===== src/rtl/dm_uart_tx_pkg.sv =====
`default_nettype none
// ============================================================================
//  Module      : dm_uart_pkg
//  Description : Register indices, STATUS/CTRL bit positions and the
//                transmitter FSM state type for dm_uart_tx.
//  Revision    : 1.0 - initial release
// ============================================================================
package dm_uart_pkg;

  // Register indices decoded from DM_addr[1:0]
  localparam logic [1:0] REG_TXDATA = 2'd0;
  localparam logic [1:0] REG_STATUS = 2'd1;
  localparam logic [1:0] REG_CTRL   = 2'd2;

  // STATUS bit positions
  localparam int STAT_BUSY_BIT  = 0;
  localparam int STAT_FULL_BIT  = 1;
  localparam int STAT_EMPTY_BIT = 2;
  localparam int STAT_OVF_BIT   = 3;
  localparam int STAT_CNT_LSB   = 8;
  localparam int STAT_CNT_MSB   = 16;

  // CTRL bit positions
  localparam int CTRL_TXEN_BIT   = 0;
  localparam int CTRL_OVFCLR_BIT = 1;
  localparam int CTRL_ODD_BIT    = 2;

  // Transmitter FSM states; PARITY is only reachable in the parity build
  typedef enum logic [2:0] {
    ST_IDLE   = 3'd0,
    ST_START  = 3'd1,
    ST_DATA   = 3'd2,
    ST_PARITY = 3'd3,
    ST_STOP   = 3'd4
  } tx_state_e;

endpackage
`default_nettype wire


===== src/rtl/dm_uart_tx_if.sv =====
`default_nettype none
// ============================================================================
//  Interface   : dm_uart_tx_if
//  Description : CPU data-memory port bundle (DM_W/DM_R/DM_addr/DM_wdata/
//                DM_rdata plus block select ena).
//  Revision    : 1.0 - initial release
// ============================================================================
interface dm_uart_tx_if;
  logic        ena;
  logic        DM_W;
  logic        DM_R;
  logic [10:0] DM_addr;
  logic [31:0] DM_wdata;
  logic [31:0] DM_rdata;

  modport master (output ena, DM_W, DM_R, DM_addr, DM_wdata, input DM_rdata);
  modport slave  (input ena, DM_W, DM_R, DM_addr, DM_wdata, output DM_rdata);
endinterface
`default_nettype wire


===== src/rtl/dm_uart_tx_fifo.sv =====
`default_nettype none
// ============================================================================
//  Module      : dm_uart_fifo
//  Description : Synchronous byte FIFO with show-ahead output. A push while
//                full is accepted only when a pop happens in the same cycle.
//  Revision    : 1.0 - initial release
// ============================================================================
module dm_uart_fifo #(
  parameter int DEPTH = 16
) (
  input  wire logic                     clk,
  input  wire logic                     rst,
  input  wire logic                     push_i,
  input  wire logic [7:0]               din_i,
  input  wire logic                     pop_i,
  output logic      [7:0]               dout_o,
  output logic                          full_o,
  output logic                          empty_o,
  output logic      [$clog2(DEPTH):0]   count_o
);
  localparam int AW = $clog2(DEPTH);

  logic [7:0]    mem_q [DEPTH];
  logic [AW-1:0] wr_ptr_q;
  logic [AW-1:0] rd_ptr_q;
  logic [AW:0]   count_q;
  logic          w_push_ok;
  logic          w_pop_ok;

  assign full_o    = (count_q == (AW+1)'(DEPTH));
  assign empty_o   = (count_q == '0);
  assign count_o   = count_q;
  assign dout_o    = mem_q[rd_ptr_q];
  assign w_pop_ok  = pop_i & ~empty_o;
  assign w_push_ok = push_i & (~full_o | w_pop_ok);

  // Storage array: written on accepted pushes, no reset needed
  always_ff @(posedge clk) begin
    if (w_push_ok) mem_q[wr_ptr_q] <= din_i;
  end

  // Pointers and occupancy; pointers wrap naturally since DEPTH is a power of two
  always_ff @(posedge clk or posedge rst) begin
    if (rst) begin
      wr_ptr_q <= '0;
      rd_ptr_q <= '0;
      count_q  <= '0;
    end else begin
      if (w_push_ok) wr_ptr_q <= wr_ptr_q + 1'b1;
      if (w_pop_ok)  rd_ptr_q <= rd_ptr_q + 1'b1;
      case ({w_push_ok, w_pop_ok})
        2'b10:   count_q <= count_q + 1'b1;
        2'b01:   count_q <= count_q - 1'b1;
        default: count_q <= count_q;
      endcase
    end
  end
endmodule
`default_nettype wire


===== src/rtl/dm_uart_tx.sv =====
`default_nettype none
// ============================================================================
//  Module      : dm_uart_tx
//  Description : Memory-mapped UART transmitter on the CPU data-memory port.
//                TX FIFO + baud-rate FSM emitting 8N1 frames on txd.
//                Optional macro DM_UART_TX_PARITY_EN adds a parity bit
//                (even, or odd when CTRL bit2 is set).
//  Revision    : 1.0 - initial release
// ============================================================================
module dm_uart_tx
  import dm_uart_pkg::*;
#(
  parameter int CLK_DIV    = 868,
  parameter int FIFO_DEPTH = 16
) (
  input  wire logic   clk,
  input  wire logic   rst,
  dm_uart_tx_if.slave bus,
  output logic        txd
);
  localparam int AW = $clog2(FIFO_DEPTH);
  localparam int BW = $clog2(CLK_DIV);
  localparam logic [BW-1:0] BAUD_LAST = BW'(CLK_DIV - 1);

  tx_state_e     state_q;
  logic [BW-1:0] baud_q;
  logic [2:0]    bit_q;
  logic [7:0]    shift_q;
  logic          txd_q;
  logic          tx_en_q;
  logic          ovf_q;
  logic          odd_q;
`ifdef DM_UART_TX_PARITY_EN
  logic          par_q;
`endif

  logic          w_wr;
  logic          w_rd;
  logic          w_push;
  logic          w_ctrl_wr;
  logic          w_bit_end;
  logic          w_pop;
  logic          w_full;
  logic          w_empty;
  logic          w_busy;
  logic [7:0]    w_dout;
  logic [AW:0]   w_count;
  logic [31:0]   w_rdata;
  logic          w_unused_bits;

  assign w_wr      = bus.ena & bus.DM_W;
  assign w_rd      = bus.ena & bus.DM_R;
  assign w_push    = w_wr & (bus.DM_addr[1:0] == REG_TXDATA);
  assign w_ctrl_wr = w_wr & (bus.DM_addr[1:0] == REG_CTRL);
  assign w_bit_end = (baud_q == BAUD_LAST);
  assign w_busy    = (state_q != ST_IDLE);
  // A new frame is fetched from IDLE, or straight out of STOP for gapless streaming
  assign w_pop     = tx_en_q & ~w_empty &
                     ((state_q == ST_IDLE) | ((state_q == ST_STOP) & w_bit_end));
  assign txd       = txd_q;
  assign w_unused_bits = ^{bus.DM_addr[10:2], bus.DM_wdata[31:8]};

  dm_uart_fifo #(.DEPTH(FIFO_DEPTH)) u_fifo (
    .clk     (clk),
    .rst     (rst),
    .push_i  (w_push),
    .din_i   (bus.DM_wdata[7:0]),
    .pop_i   (w_pop),
    .dout_o  (w_dout),
    .full_o  (w_full),
    .empty_o (w_empty),
    .count_o (w_count)
  );

  // CTRL register and sticky overflow flag
  always_ff @(posedge clk or posedge rst) begin
    if (rst) begin
      tx_en_q <= 1'b1;
      ovf_q   <= 1'b0;
      odd_q   <= 1'b0;
    end else begin
      if (w_ctrl_wr) begin
        tx_en_q <= bus.DM_wdata[CTRL_TXEN_BIT];
        if (bus.DM_wdata[CTRL_OVFCLR_BIT]) ovf_q <= 1'b0;
`ifdef DM_UART_TX_PARITY_EN
        odd_q <= bus.DM_wdata[CTRL_ODD_BIT];
`endif
      end
      // A push into a full FIFO is only lost when no pop frees a slot this cycle
      if (w_push & w_full & ~w_pop) ovf_q <= 1'b1;
    end
  end

  // Serialiser FSM; txd is registered and updated on each bit boundary
  always_ff @(posedge clk or posedge rst) begin
    if (rst) begin
      state_q <= ST_IDLE;
      baud_q  <= '0;
      bit_q   <= '0;
      shift_q <= '0;
      txd_q   <= 1'b1;
`ifdef DM_UART_TX_PARITY_EN
      par_q   <= 1'b0;
`endif
    end else begin
      if (state_q != ST_IDLE) baud_q <= w_bit_end ? '0 : baud_q + 1'b1;
      case (state_q)
        ST_IDLE: begin
          if (w_pop) begin
            shift_q <= w_dout;
`ifdef DM_UART_TX_PARITY_EN
            par_q   <= (^w_dout) ^ odd_q;
`endif
            baud_q  <= '0;
            txd_q   <= 1'b0;
            state_q <= ST_START;
          end
        end
        ST_START: begin
          if (w_bit_end) begin
            txd_q   <= shift_q[0];
            bit_q   <= '0;
            state_q <= ST_DATA;
          end
        end
        ST_DATA: begin
          if (w_bit_end) begin
            if (bit_q == 3'd7) begin
`ifdef DM_UART_TX_PARITY_EN
              txd_q   <= par_q;
              state_q <= ST_PARITY;
`else
              txd_q   <= 1'b1;
              state_q <= ST_STOP;
`endif
            end else begin
              shift_q <= shift_q >> 1;
              txd_q   <= shift_q[1];
              bit_q   <= bit_q + 3'd1;
            end
          end
        end
`ifdef DM_UART_TX_PARITY_EN
        ST_PARITY: begin
          if (w_bit_end) begin
            txd_q   <= 1'b1;
            state_q <= ST_STOP;
          end
        end
`endif
        ST_STOP: begin
          if (w_bit_end) begin
            if (w_pop) begin
              shift_q <= w_dout;
`ifdef DM_UART_TX_PARITY_EN
              par_q   <= (^w_dout) ^ odd_q;
`endif
              txd_q   <= 1'b0;
              state_q <= ST_START;
            end else begin
              state_q <= ST_IDLE;
            end
          end
        end
        default: begin
          txd_q   <= 1'b1;
          state_q <= ST_IDLE;
        end
      endcase
    end
  end

  // Combinational read mux, zero unless the block is selected for a read
  always_comb begin
    w_rdata = '0;
    if (w_rd) begin
      case (bus.DM_addr[1:0])
        REG_STATUS: begin
          w_rdata[STAT_BUSY_BIT]               = w_busy;
          w_rdata[STAT_FULL_BIT]               = w_full;
          w_rdata[STAT_EMPTY_BIT]              = w_empty;
          w_rdata[STAT_OVF_BIT]                = ovf_q;
          w_rdata[STAT_CNT_MSB:STAT_CNT_LSB]   = 9'(w_count);
        end
        REG_CTRL: begin
          w_rdata[CTRL_TXEN_BIT] = tx_en_q;
          w_rdata[CTRL_ODD_BIT]  = odd_q;
        end
        default: w_rdata = '0;
      endcase
    end
  end

  assign bus.DM_rdata = w_rdata;
endmodule
`default_nettype wire


===== src/flat_wrapper.sv =====
// flat-port wrapper written by rule: the top's interface ports become plain ports
module dm_uart_tx_flat import dm_uart_pkg::*;
#(
  parameter int CLK_DIV    = 868,
  parameter int FIFO_DEPTH = 16
)
  (clk, rst, txd, bus_ena, bus_DM_W, bus_DM_R, bus_DM_addr, bus_DM_wdata, bus_DM_rdata);
  dm_uart_tx_if bus_i ();
  input  wire logic clk;
  input  wire logic rst;
  output logic txd;
  input wire logic [$bits(bus_i.ena)-1:0] bus_ena;
  input wire logic [$bits(bus_i.DM_W)-1:0] bus_DM_W;
  input wire logic [$bits(bus_i.DM_R)-1:0] bus_DM_R;
  input wire logic [$bits(bus_i.DM_addr)-1:0] bus_DM_addr;
  input wire logic [$bits(bus_i.DM_wdata)-1:0] bus_DM_wdata;
  output wire logic [$bits(bus_i.DM_rdata)-1:0] bus_DM_rdata;
  assign bus_i.ena = bus_ena;
  assign bus_i.DM_W = bus_DM_W;
  assign bus_i.DM_R = bus_DM_R;
  assign bus_i.DM_addr = bus_DM_addr;
  assign bus_i.DM_wdata = bus_DM_wdata;
  assign bus_DM_rdata = bus_i.DM_rdata;
  dm_uart_tx #(.CLK_DIV(CLK_DIV), .FIFO_DEPTH(FIFO_DEPTH)) u_core (.clk(clk), .rst(rst), .bus(bus_i), .txd(txd));
endmodule

===== config.mk =====
export PLATFORM = sky130hd
export DESIGN_NAME = dm_uart_tx_flat
export DESIGN_NICKNAME = d
export VERILOG_FILES = /design/src/rtl/dm_uart_tx_pkg.sv /design/src/rtl/dm_uart_tx_if.sv /design/src/rtl/dm_uart_tx_fifo.sv /design/src/rtl/dm_uart_tx.sv /design/src/flat_wrapper.sv
export SDC_FILE = /design/constraint.sdc
export NUM_CORES = 1
export LEC_CHECK = 0
export ABC_AREA = 1
export CAP_MARGIN = 20
export CORE_ASPECT_RATIO = 0.75
export CORE_MARGIN = 4
export CORE_UTILIZATION = 47
export CTS_BUF_LIST = sky130_fd_sc_hd__clkbuf_16
export DETAILED_ROUTE_END_ITERATION = 8
export PLACE_DENSITY = 0.68
export SETUP_SLACK_MARGIN = 0.4
export SLEW_MARGIN = 25
export SYNTH_ARGS = -nofsm -noshare
export SYNTH_HDL_FRONTEND = slang
export SYNTH_SLANG_ARGS = --single-unit

===== constraint.sdc =====
create_clock -name clk -period 2.1 [get_ports clk]
set_input_delay 0.21 -clock clk [delete_from_list [all_inputs] [get_ports clk]]
set_output_delay 0.21 -clock clk [all_outputs]
set_load 0.02 [all_outputs]

After elaboration in Yosys (flattened, before gate mapping)
Memories as Yosys holds them, arrays and structs flattened.
Cells that the tools add are included.
W data, S select, Z words.
{"block": "classes", "n_addsub": 6, "eq_ne": 16, "muxes": 38, "bitwise_logic": 16, "n_reduce_logical": 14}
{"cell": "$mux W10", "n": 4}
{"cell": "$mux W8", "n": 4}
{"cell": "$mux W3", "n": 8}
{"cell": "$pmux W8 S3", "n": 1}
{"cell": "$mux W17", "n": 1}
{"cell": "$mux W1", "n": 13}
{"cell": "$pmux W3 S4", "n": 1}
{"cell": "$and A1 B1 Y1", "n": 11}
{"cell": "$add A10 B1 Y10 const B", "n": 1}
{"cell": "$eq A10 B10 Y1 const B", "n": 1}
{"cell": "$pmux W5 S2", "n": 1}
{"cell": "$add A4 B1 Y4 const B", "n": 2}
{"cell": "$ne A2 B1 Y1 const B", "n": 4}
{"cell": "$reduce_and A4 Y1", "n": 2}
{"cell": "$reduce_bool A2 Y1", "n": 4}
{"cell": "$eq A3 B3 Y1 const B", "n": 2}
{"cell": "$pmux W3 S2", "n": 1}
{"cell": "$reduce_bool A3 Y1", "n": 2}
{"cell": "$add A5 B1 Y5 const B", "n": 1}
{"cell": "$eq A5 B5 Y1 const B", "n": 1}
{"cell": "$logic_not A5 Y1", "n": 1}
{"cell": "$mux W5", "n": 1}
{"cell": "$reduce_and A5 Y1", "n": 1}
{"cell": "$sub A5 B1 Y5 const B", "n": 1}
{"cell": "14 further kinds", "n": 21}
{"block": "totals", "reg_bits": 40, "ramBits": 128, "out_inout_bits": 33, "word_cells": 101, "mem_count": 1}
{"name": "u_core.u_fifo.mem_q", "words": 16, "width": 8, "rd": 1, "rd_clocked_by_memory_dff": 0, "write_ports": 1, "line": "dm_uart_tx_fifo.sv:23", "text": "logic [7:0] mem_q [DEPTH];"}

Logic depth before layout (Yosys ltp)
Gate-level depths: netlist of run 1.
{"block": "logic_depth", "depth_word": 9, "mapped_depth": 18}

Modules after synthesis
A second synthesis of run 1 with hierarchy kept.
{"block": "hier_totals", "cells_unflattened": 717, "hier_area_um2": 7726.2}
{"module": "dm_uart_fifo", "n_inst": 1, "cells_each": 479, "area_per_inst_um2": 5926.9, "seq_area_each_um2": 4169.0}
{"module": "dm_uart_tx", "n_inst": 1, "cells_each": 238, "area_per_inst_um2": 1799.2, "seq_area_each_um2": 678.2}

Worst setup path before layout of run 1
No wires, ideal clock.
{"block": "synth_timing", "path_kind": "register -> register", "startpoint": "reg u_core.baud_q[0]", "endpoint": "reg u_core.u_fifo.count_q[4] (netlist: u_core.u_fifo.count_o[4])", "setup_time_ps": 117, "t_arrival_ps": 1919, "slack_ps": 64, "stages_incl_launch_ff": 16, "synth_period_minus_slack_ps": 2036, "path_cell_list": "dfrtp_1 ha_1 nand2_1 nor2_2 nand3_2 nand2_4 buf_6 nand3_4 nand2_1 nand2_1 inv_1 ha_1 o41ai_1 nand3_1 nand2_1 nand2_1"}
{"block": "synth_between", "elab_chain_len": 9, "elab_cells_between_ends": 11}
{"element": "start: declaration", "line": "dm_uart_tx.sv:26", "text": "logic [BW-1:0] baud_q;"}
{"element": "start signal: assignment", "line": "dm_uart_tx.sv:106", "text": "if (state_q != ST_IDLE) baud_q <= w_bit_end ? '0 : baud_q + 1'b1;"}
{"element": "$eq A10 B10 Y1 *", "line": "dm_uart_tx.sv:55", "text": "assign w_bit_end = (baud_q == BAUD_LAST);"}
{"element": "$and A1 B1 Y1 *", "line": "dm_uart_tx.sv:59", "text": "((state_q == ST_IDLE) | ((state_q == ST_STOP) & w_bit_end));"}
{"element": "$or A1 B1 Y1 *", "line": "dm_uart_tx.sv:59"}
{"element": "$and A1 B1 Y1 *", "line": "dm_uart_tx.sv:58", "text": "assign w_pop = tx_en_q & ~w_empty &"}
{"element": "$and A1 B1 Y1 *", "line": "dm_uart_tx_fifo.sv:34", "text": "assign w_pop_ok = pop_i & ~empty_o;"}
{"element": "$or A1 B1 Y1", "line": "dm_uart_tx_fifo.sv:35", "text": "assign w_push_ok = push_i & (~full_o | w_pop_ok);"}
{"element": "$and A1 B1 Y1", "line": "dm_uart_tx_fifo.sv:35"}
{"element": "$eq A2 B1 Y1 or $eq A2 B2 Y1 (tied branches)", "line": "dm_uart_tx_fifo.sv:51", "text": "case ({w_push_ok, w_pop_ok})"}
{"element": "$pmux W5 S2 or $reduce_bool A2 Y1 (tied branches)"}
{"element": "end signal: assignment", "line": "dm_uart_tx_fifo.sv:52", "text": "2'b10: count_q <= count_q + 1'b1;"}
{"element": "end signal: assignment", "line": "dm_uart_tx_fifo.sv:53", "text": "2'b01: count_q <= count_q - 1'b1;"}
{"element": "end signal: assignment", "line": "dm_uart_tx_fifo.sv:54", "text": "default: count_q <= count_q;"}
{"element": "end: declaration", "line": "dm_uart_tx_fifo.sv:26", "text": "logic [AW:0] count_q;"}
Mark *: on every way between the ends. The rest lies on a longest branch, timed or not.
A chain may end at the register's enable or synchronous reset.

Worst setup path in the final report of run 1
Same ends and word-level chain as after synthesis.

==> out/metrics.cfg, run 1 <==
[status]
status = complete, no violations

[routing]
ant_nets = 0
drt_first_pass_iters = 5
drtIter0Drc = 606
drc = 0
vias = 5576
wl_per_cell_um = 18.1
routed_wl_um = 18100
vias_per_cell = 5.55

[cts]
cts.path.max_buffers = 2
clkSlewWorstSetupHoldPaths_ns = 0.07
numCtsBuffers = 17
cts_max_level = 4
clock_latency_ns = 0.42
clock_sinks = 168
cts_tree = built
cts-root-buf = clkbuf_16
cts_hold_buf = 0

[flow_run]
drv_cap = 0

[critical_path]
r2r-start = u_core.baud_q[0]
crit_path_max_incr_delay_ns = 0.39
endpoint = u_core.u_fifo.count_o[4]
critPathKind = reg2reg
worstReg2RegEnd = u_core.u_fifo.count_o[4]
arrival_ns = 2.31
cp_slowest_cell = dfrtp_1
rrSetupSlack_ns = 0.10
worstPathRequired_ns = 2.41
startpoint_type = register
cp_top_family = simple AND/OR/NAND/NOR gates
cp_max_fo = 5
ff2ff_path_depth = 13
crit_start = u_core.baud_q[0]
end_kind = register
crit_top_cell = nand2_1
crit_buf_inv = 1
cp_cell_sequence = ha_4, nand2_2, nor2_2, nand3_2, nand2_4, nand4_1, nand2_1, inv_2, ha_4, o41ai_4, nand3_1, nand2_1, nand2_1
crit_cells = 13

[yosys]
synth_warnings = 1
syn_avg_cell_area_um2 = 10.9
netlist_area_mm2 = 0.00759
synth_flop_cell = edfxtp_1
ys_ff_latch = 168
synth_cells = 696
ys_types = 45
ys_seq_area_share_pct = 63.9
synth_edf_count = 128
async_flop_share_pct = 23.8

[grt]
grt_pass1_vias = 5370
grt_use_total_pct = 19.9
grt_max_degree = 52
antenna_found_initial = 0
overflow = 0
grt_pass1_wl_um = 28400

[finish]
final_nets = 847
multi_input_area_mm2 = 0.00281
drive_gt1_share_pct = 26.4
area_delta_synth_final_pct = 29.5
n_fill_cell = 1118
layout_commonest_cell = edfxtp_1
n_antenna_cell = 0
mostFrequentLayoutCells = edfxtp_1 (128), nor2_1 (110), o21ai_0 (76)
layoutNonFillerInstCount = 1004
fin_area_mm2 = 0.00982
regArea_mm2 = 0.00485

[timing]
rsz0062_at_grt = true
drv_slew = 0
finalHoldViolations = 0
hold_ws_ns = 0.228
fin_ws_ns = 0.101
setup_viol = 0
achievable-frequency_ghz = 0.500
setup_tns_ns = 0
fin_crit_sh_pct = 95.2
finalClockSkew_ns = 0.0117
relSlewSlack_pct = 50.0
period_minus_slack_ns = 2.00
worst_slew_pin_slew_ns = 0.748

[placed_design]
gp_congestion = 0.874
dp_cells = 939
dpl_worst_slack_ns = -0.194
post-dp-hpwl_um = 11000
placed_area_mm2 = 0.00855
io_buffers = 24

[floorplan]
io_pins = 81
core_mm2 = 0.0155
die_h_um = 118
rows = 39
die_w_um = 155
initial_utilization_pct = 48.9
dieArea_mm2 = 0.0183

[pwr]
powerDensity_mw_per_mm2 = 1300
vdd_drop_max_mv = 0.675
leakagePower_nw = 3.66

[worst_hold_path]
min-delay-path-class = in2async

power breakdown:
part / switching [mW] / total, mW / internal (mW)
clock: 1.34 / 3.25 / 1.91
sequential: 0.266 / 4.17 / 3.90
combinational: 3.32 / 5.30 / 1.99
total: 4.93 / 12.7 / 7.80
metrics by stage:
stage,power [mW],utilization [%]
finish,12.7,63.3
global placement,8.36,55.1
global route,13.5,63.3
detailed placement,8.51,55.1
CTS,12.1,61.3
floorplan,7.16,-
registers in the layout (all words and copies together) (netlist names):
register                flops
u_core.u_fifo.wr_ptr_q      4
u_core.bit_q                3
u_core.state_q              3
u_core.baud_q              10
u_core.u_fifo.mem_q       128
u_core.ovf_q                1
u_core.tx_en_q              1
u_core.txd                  1
u_core.u_fifo.rd_ptr_q      4
u_core.shift_q              8
u_core.u_fifo.count_o       5
worst min path at each step:
stage	startpoint	endpoint	slack, ns
after CTS	rst	u_core.baud_q[7]	0.24
after floorplan	bus_DM_wdata[0]	u_core.u_fifo.mem_q[0][0]	0.31
after global routing	rst	u_core.baud_q[7]	0.27
after global placement	u_core.shift_q[7]	u_core.shift_q[7]	0.47
after detailed placement	u_core.u_fifo.count_o[4]	u_core.u_fifo.count_o[4]	0.49
final	rst	u_core.baud_q[7]	0.23
repair_timing:
item,CTS,global route
endpoints found under the setup margin,152,163
pin swaps,25,21
buffers inserted,20,14
resized for setup,64,56
per-layer routing:
metal	routed length, um	GRT usage [%]
met1	7930	28.2
met5	0	0
met3	1150	3.60
met4	232	5.74
met2	8820	31.4
cell families after synthesis:
kind of cell	Yosys count	share of synthesized area (%)
other	1	0.0494
buffers and inverters	96	6.27
AO/OA/AOI/OAI	146	11.3
multiplexers	2	0.280
adder cells (fa/ha/maj)	12	1.98
flip-flops	168	63.9
XOR/XNOR	10	1.15
AND/OR/NAND/NOR	261	15.1
worst register-to-register path, stage by stage, from the launching register on:
cell and delay (ns):
dfrtp_1 0.39, ha_4 0.16, nand2_2 0.05, nor2_2 0.09, nand3_2 0.12, nand2_4 0.14, nand4_1 0.14, nand2_1 0.12
inv_2 0.05, ha_4 0.16, o41ai_4 0.23, nand3_1 0.12, nand2_1 0.08, nand2_1 0.05
cell type report:
| class | instances | area share (%) |
|---|---|---|
| flip-flops and latches | 168 | 49.4 |
| multi-input cells | 454 | 28.6 |
| repair buffers | 102 | 11.2 |
| clock buffers | 17 | 4.33 |
| well taps | 205 | 2.61 |
| inverters | 44 | 1.95 |
| clock inverters | 14 | 1.92 |
Yosys cell counts (2+ instances only):
cell type | number | share of area, %
clkbuf_1 | 12 | 0.59
o211ai_1 | 29 | 2.9
nand2_2 | 4 | 0.33
nand3_2 | 2 | 0.26
ha_1 | 12 | 2.0
nand3_1 | 35 | 2.3
inv_1 | 37 | 1.8
o221ai_1 | 4 | 0.46
buf_4 | 24 | 2.4
inv_2 | 6 | 0.30
nand2_4 | 3 | 0.45
nor2_1 | 133 | 6.6
a31oi_1 | 3 | 0.25
nor2_2 | 2 | 0.16
xor2_1 | 10 | 1.2
nor3_1 | 2 | 0.13
o21ai_0 | 80 | 5.3
dfstp_2 | 2 | 0.69
edfxtp_1 | 128 | 51
buf_2 | 14 | 0.92
nand4_1 | 5 | 0.41
a21oi_1 | 18 | 1.2
dfrtp_1 | 38 | 13
nand2_1 | 67 | 3.3
o22ai_1 | 6 | 0.49
Note: power is estimated with default switching activity, not from simulation.
==> inputs of run 2 (changes only) <==
--- a/config.mk
+++ b/config.mk
@@ -12,7 +12,7 @@
 export CORE_UTILIZATION = 47
 export CTS_BUF_LIST = sky130_fd_sc_hd__clkbuf_16
 export DETAILED_ROUTE_END_ITERATION = 8
-export PLACE_DENSITY = 0.68
+export PLACE_DENSITY = 0.71
 export SETUP_SLACK_MARGIN = 0.4
 export SLEW_MARGIN = 25
 export SYNTH_ARGS = -nofsm -noshare
==> run 2 against run 1 <==
Compared with the run above:
- cell area is 1.1% lower
- critical path depth is the same
- cell count decreased by 0.30%
- non-clock buffer count shrank 4
- first-iteration DRC count decreased by 10%
- fmax fell by 1.1%
- register-to-register slack worse by 0.02 ns
- combinational power is 0.9% lower
- largest cell class unchanged
==> out/metrics.cfg, run 2 (synthesis gave the netlist of run 1 again) <==
[status]
status = complete, no violations

[finish]
regArea_mm2 = 0.00485
reg_top3 = u_core.u_fifo.mem_q (128), u_core.baud_q (10), u_core.shift_q (8)
largest_register_ff_count = 128
multi_input_area_mm2 = 0.00283
area_delta_synth_final_pct = 28.1
drive_gt1_share_pct = 25.8
mostFrequentLayoutCells = edfxtp_1 (128), nor2_1 (108), o21ai_0 (77)
n_antenna_cell = 0
n_fill_cell = 1158
top_register = u_core.u_fifo.mem_q
layout_commonest_cell = edfxtp_1
fin_area_mm2 = 0.00972
final_nets = 843

[cts]
clkSlewWorstSetupHoldPaths_ns = 0.06
clock_sinks = 168
cts_tree = built
cts.path.max_buffers = 2
numCtsBuffers = 17
cts_max_level = 4
clock_latency_ns = 0.43
cts-root-buf = clkbuf_16
cts_hold_buf = 0

[critical_path]
cp_slowest_cell = dfrtp_1
crit_buf_inv = 3
arrival_ns = 2.16
crit_path_max_incr_delay_ns = 0.35
cp_cell_sequence = ha_2, nand2_2, nor2_2, nand3_2, nand2_4, buf_6, nand2_4, nand2_4, nand2_8, nor2_4, inv_4, nor2_4, buf_12
end_kind = register
startpoint_type = register
cp_top_family = simple AND/OR/NAND/NOR gates
crit_top_cell = nand2_4
worstPathRequired_ns = 2.24
critPathKind = reg2reg
cp_max_fo = 8

[floorplan]
die_w_um = 155
dieArea_mm2 = 0.0183
die_h_um = 118
initial_utilization_pct = 48.9
rows = 39
io_pins = 81
core_mm2 = 0.0155

[grt]
antenna_found_initial = 0
grt_pass1_wl_um = 28200
overflow = 0
grt_pass1_vias = 5287
grt_max_degree = 41
grt_use_total_pct = 20.1

[routing]
vias = 5593
drt_first_pass_iters = 5
ant_nets = 0
vias_per_cell = 5.59
routed_wl_um = 18400
drtIter0Drc = 544
drc = 0
wl_per_cell_um = 18.4

[timing]
period_minus_slack_ns = 2.02
fin_crit_sh_pct = 96.2
relSlewSlack_pct = 51.5
finalClockSkew_ns = 0.00911
drv_slew = 0
setup_tns_ns = 0
rsz0062_at_grt = true
worst_slew_pin_slew_ns = 0.726
setup_viol = 0
finalHoldViolations = 0
achievable-frequency_ghz = 0.495

[pwr]
switching_share_pct = 38.9
switching_power_mw = 4.80
leakagePower_nw = 3.59
vdd_drop_max_mv = 0.652
clkPwrFrac_pct = 23.6
p_int_mw = 7.55
pwr-share-comb_pct = 42.5
seqPwrFrac_pct = 33.9
powerDensity_mw_per_mm2 = 1270

[placed_design]
io_buffers = 24
gp_congestion = 0.853
post-dp-hpwl_um = 11300
placed_area_mm2 = 0.00858

[worst_hold_path]
min-delay-path-class = in2async

[flow_run]
drv_cap = 0

[run 2: power by group through the flow]
stage / registers, mW / logic (mW) / clock network, mW
3_3_place_gp: 4.17 / 4.06 / 0
5_1_grt: 4.23 / 5.72 / 3.12
6_report: 4.19 / 5.25 / 2.92
2_1_floorplan: 4.15 / 3.01 / 0
4_1_cts: 4.15 / 4.69 / 2.94
3_5_place_dp: 4.19 / 4.21 / 0
[run 2: final cells by class]
cell class | count | area share [%]
Clock buffer | 17 | 4.38
Clock inverter | 15 | 1.26
Inverter | 44 | 1.94
Multi-Input combinational cell | 454 | 29.2
Sequential cell | 168 | 49.9
Tap cell | 205 | 2.64
Timing Repair Buffer | 98 | 10.7
[run 2: timing repair]
| item | CTS | global route |
|---|---|---|
| cloned | 0 | 0 |
| gates resized for setup | 65 | 57 |
| setup endpoints to repair | 153 | 163 |
| pin swaps | 14 | 17 |
| setup buffers | 19 | 10 |
[run 2: per-stage QoR]
stage / cells / utilization, % / hold slack [ns] / worst slack, ns / total power, mW
final: 1001 / 62.6 / 0.208 / 0.0794 / 12.4
after global placement: 940 / 55.3 / 0.470 / -0.170 / 8.24
after CTS: 991 / 61.0 / 0.218 / 0.127 / 11.8
after detailed placement: 940 / 55.3 / 0.474 / -0.215 / 8.40
after floorplan: 718 / - / 0.309 / 0.144 / 7.16
after global routing: 1001 / 62.6 / 0.252 / -0.0200 / 13.1
[run 2: metal layers]
| metal | track usage [%] | wire, um | part of all wire, % | up-vias |
|---|---|---|---|---|
| li1 | - | - | - | 2566 |
| met1 | 27.9 | 7760 | 42 | 2754 |
| met2 | 31.8 | 9000 | 49 | 235 |
| met3 | 4.41 | 1280 | 6.9 | 38 |
| met4 | 6.56 | 387 | 2.1 | 0 |
| met5 | 0 | 0 | 0 | - |
[run 2: worst min-delay path, cell delays in order]
cell             delay, ns
clkdlybuf4s50_1       0.39
inv_1                 0.05
buf_4                 0.43
[run 2: path summary, 6_finish.rpt]
path	cells after the start	to	from	slack, ns
worst min register to register	2	u_core.shift_q[7]	u_core.shift_q[7]	0.51
max in group asynchronous	3	u_core.u_fifo.rd_ptr_q[0]	rst	1.51
worst min-delay path	3	u_core.baud_q[7]	rst	0.21
min in group clk	2	u_core.shift_q[7]	u_core.shift_q[7]	0.51
worst max register to register	13	u_core.u_fifo.mem_q[15][4]	u_core.baud_q[0]	0.08
worst max-delay path	13	u_core.u_fifo.mem_q[15][4]	u_core.baud_q[0]	0.08
==> inputs of run 3 (changes only) <==
--- a/config.mk
+++ b/config.mk
@@ -6,12 +6,13 @@
 export NUM_CORES = 1
 export LEC_CHECK = 0
 export ABC_AREA = 1
-export CAP_MARGIN = 20
+export ABC_CLOCK_PERIOD_IN_PS = 2100
 export CORE_ASPECT_RATIO = 0.75
 export CORE_MARGIN = 4
 export CORE_UTILIZATION = 47
 export CTS_BUF_LIST = sky130_fd_sc_hd__clkbuf_16
 export DETAILED_ROUTE_END_ITERATION = 8
+export GPL_TIMING_DRIVEN = 0
 export PLACE_DENSITY = 0.71
 export SETUP_SLACK_MARGIN = 0.4
 export SLEW_MARGIN = 25
==> run 3 against run 2 <==
Compared with the run above:
- the run now ends with negative setup slack left
- global-route usage grew 1.8 points
- non-clock buffer count rose by 38
- first-iteration DRC count is 67% higher
- clock skew is 0.0014 ns higher
- core utilization rose by 2.0 points
- combinational power up 12%
- largest power group unchanged
==> out/metrics.cfg, run 3 (synthesis gave the netlist of run 1 again) <==
[timing]
setup_viol = 30
period_minus_slack_ns = 2.13
fin_crit_sh_pct = 101
rsz0062_at_grt = true
fin_ws_ns = -0.0311
drv_slew = 0
finalClockSkew_ns = 0.0105
achievable-frequency_ghz = 0.469
hold_ws_ns = 0.0323
worst_slew_pin_slew_ns = 0.761
finalHoldViolations = 0
setup_tns_ns = -0.427
relSlewSlack_pct = 49.1

[critical_path]
cp_slowest_cell = dfrtp_1
r2r-start = u_core.baud_q[1]
arrival_ns = 2.46
worstPathRequired_ns = 2.42
crit_top_cell = nand2_1
crit_path_max_incr_delay_ns = 0.40
crit_start = u_core.baud_q[1]
end_kind = register
cp_cell_sequence = ha_4, nand2_2, nor2_2, nand3_2, nand2_4, buf_8, nand4_1, nand2_1, inv_2, ha_4, o41ai_4, nand3_1, nand2_1, nand2_1
startpoint_type = register
critPathKind = reg2reg
cp_max_fo = 4

[cts]
numCtsBuffers = 17
clock_latency_ns = 0.43
cts_max_level = 4
clkSlewWorstSetupHoldPaths_ns = 0.07
cts-root-buf = clkbuf_16
cts_tree = built
cts_hold_buf = 0
cts.path.max_buffers = 2
clock_sinks = 168

[pwr]
leakagePower_nw = 3.81
p_total_mw = 13.2
vdd_drop_max_mv = 0.801
powerDensity_mw_per_mm2 = 1310

[routing]
routed_wl_um = 20800
vias = 5893
vias_per_cell = 5.67
ant_nets = 0
wl_per_cell_um = 20.0
drt_first_pass_iters = 6
drc = 0
drtIter0Drc = 908

[finish]
n_antenna_cell = 0
final_nets = 881
reg_top3 = u_core.u_fifo.mem_q (128), u_core.baud_q (10), u_core.shift_q (8)
mostFrequentLayoutCells = edfxtp_1 (128), nor2_1 (109), o21ai_0 (72)
area_delta_synth_final_pct = 32.1
top_register = u_core.u_fifo.mem_q
layoutNonFillerInstCount = 1039
postLayoutCoreUtil_pct = 64.6
layout_commonest_cell = edfxtp_1
largest_register_ff_count = 128
drive_gt1_share_pct = 30.3

[floorplan]
rows = 39
core_mm2 = 0.0155
io_pins = 81
die_w_um = 155
initial_utilization_pct = 48.9
die_h_um = 118
dieArea_mm2 = 0.0183

[grt]
grt_pass1_vias = 5545
overflow = 0
grt_max_degree = 32
grt_pass1_wl_um = 30600
antenna_found_initial = 0
grt_use_total_pct = 22.0

[status]
status = finished with violations
violations = negative setup slack

[placed_design]
dp_cells = 948
io_buffers = 24
gp_congestion = 0.876
post-dp-hpwl_um = 12700

[worst_hold_path]
min-delay-path-class = in2async

[flow_run]
drv_cap = 0

-- run 3: cell types whose count changed in the layout (fill, tap and decap cells not counted), moves of 4 or more --
cell | previous run | this run
buf_2 | 3 | 11
buf_4 | 46 | 55
buf_6 | 12 | 20
buf_8 | 1 | 6
clkbuf_2 | 1 | 9
clkinv_1 | 5 | 1
inv_1 | 37 | 32
inv_6 | 0 | 7
nor2_2 | 3 | 7
nor2_4 | 25 | 20
o21ai_0 | 77 | 72
o21ai_1 | 4 | 9
-- run 3: metal layers --
layer,GRT usage (%),vias up,wire [um]
met4,8.27,0,482
met3,5.22,36,1800
met2,34.0,312,9940
li1,-,2654,-
met5,0,-,0
met1,30.2,2891,8570
-- run 3: final cells by class --
type                       instances  area (um2)
fill                            1099        5500
tap                              205         256
clock buffer                      17         425
sequential                       168        4850
inverter                          44         189
multi-input combinational        454        2800
clock inverter                    15         163
timing repair buffer              84         908
buffer                            52         422
-- run 3: power by group --
group / switching (mW) / total, mW / internal, mW
registers: 0.272 / 4.18 / 3.91
clock network: 1.34 / 3.11 / 1.77
logic: 3.62 / 5.87 / 2.25
-- run 3: worst paths after layout --
check | endpoint | slack (ns) | depth (start not counted)
worst min register to register | u_core.u_fifo.count_o[4] | 0.51 | 2
min in group clk | u_core.u_fifo.count_o[4] | 0.51 | 2
worst min-delay path | u_core.baud_q[6] | 0.03 | 2
max in group asynchronous | u_core.tx_en_q | 1.55 | 3
worst max register to register | u_core.u_fifo.count_o[4] | -0.03 | 14
worst max-delay path | u_core.u_fifo.count_o[4] | -0.03 | 14
-- run 3: critical path: cells and delay by family (launching register included) --
kind | cells | cell delay [ns]
simple gates | 9 | 0.91
flops | 1 | 0.40
fa+ha+maj | 2 | 0.33
compound gates | 1 | 0.24
buf+inv | 2 | 0.17
-- run 3: per-stage QoR --
step | area, um2 | setup WS [ns]
floorplan | 7880 | 0.144
global placement | 8380 | -0.207
detailed placement | 8400 | -0.271
CTS | 9680 | 0.0355
global route | 10000 | -0.198
finish | 10000 | -0.0311
-- run 3: repair_timing --
| item | 4_1_cts | 5_1_grt |
|---|---|---|
| pin swaps | 32 | 33 |
| gates cloned | 0 | 1 |
| endpoints found under the setup margin | 155 | 172 |
| resized for setup | 103 | 77 |
| setup buffers | 40 | 18 |
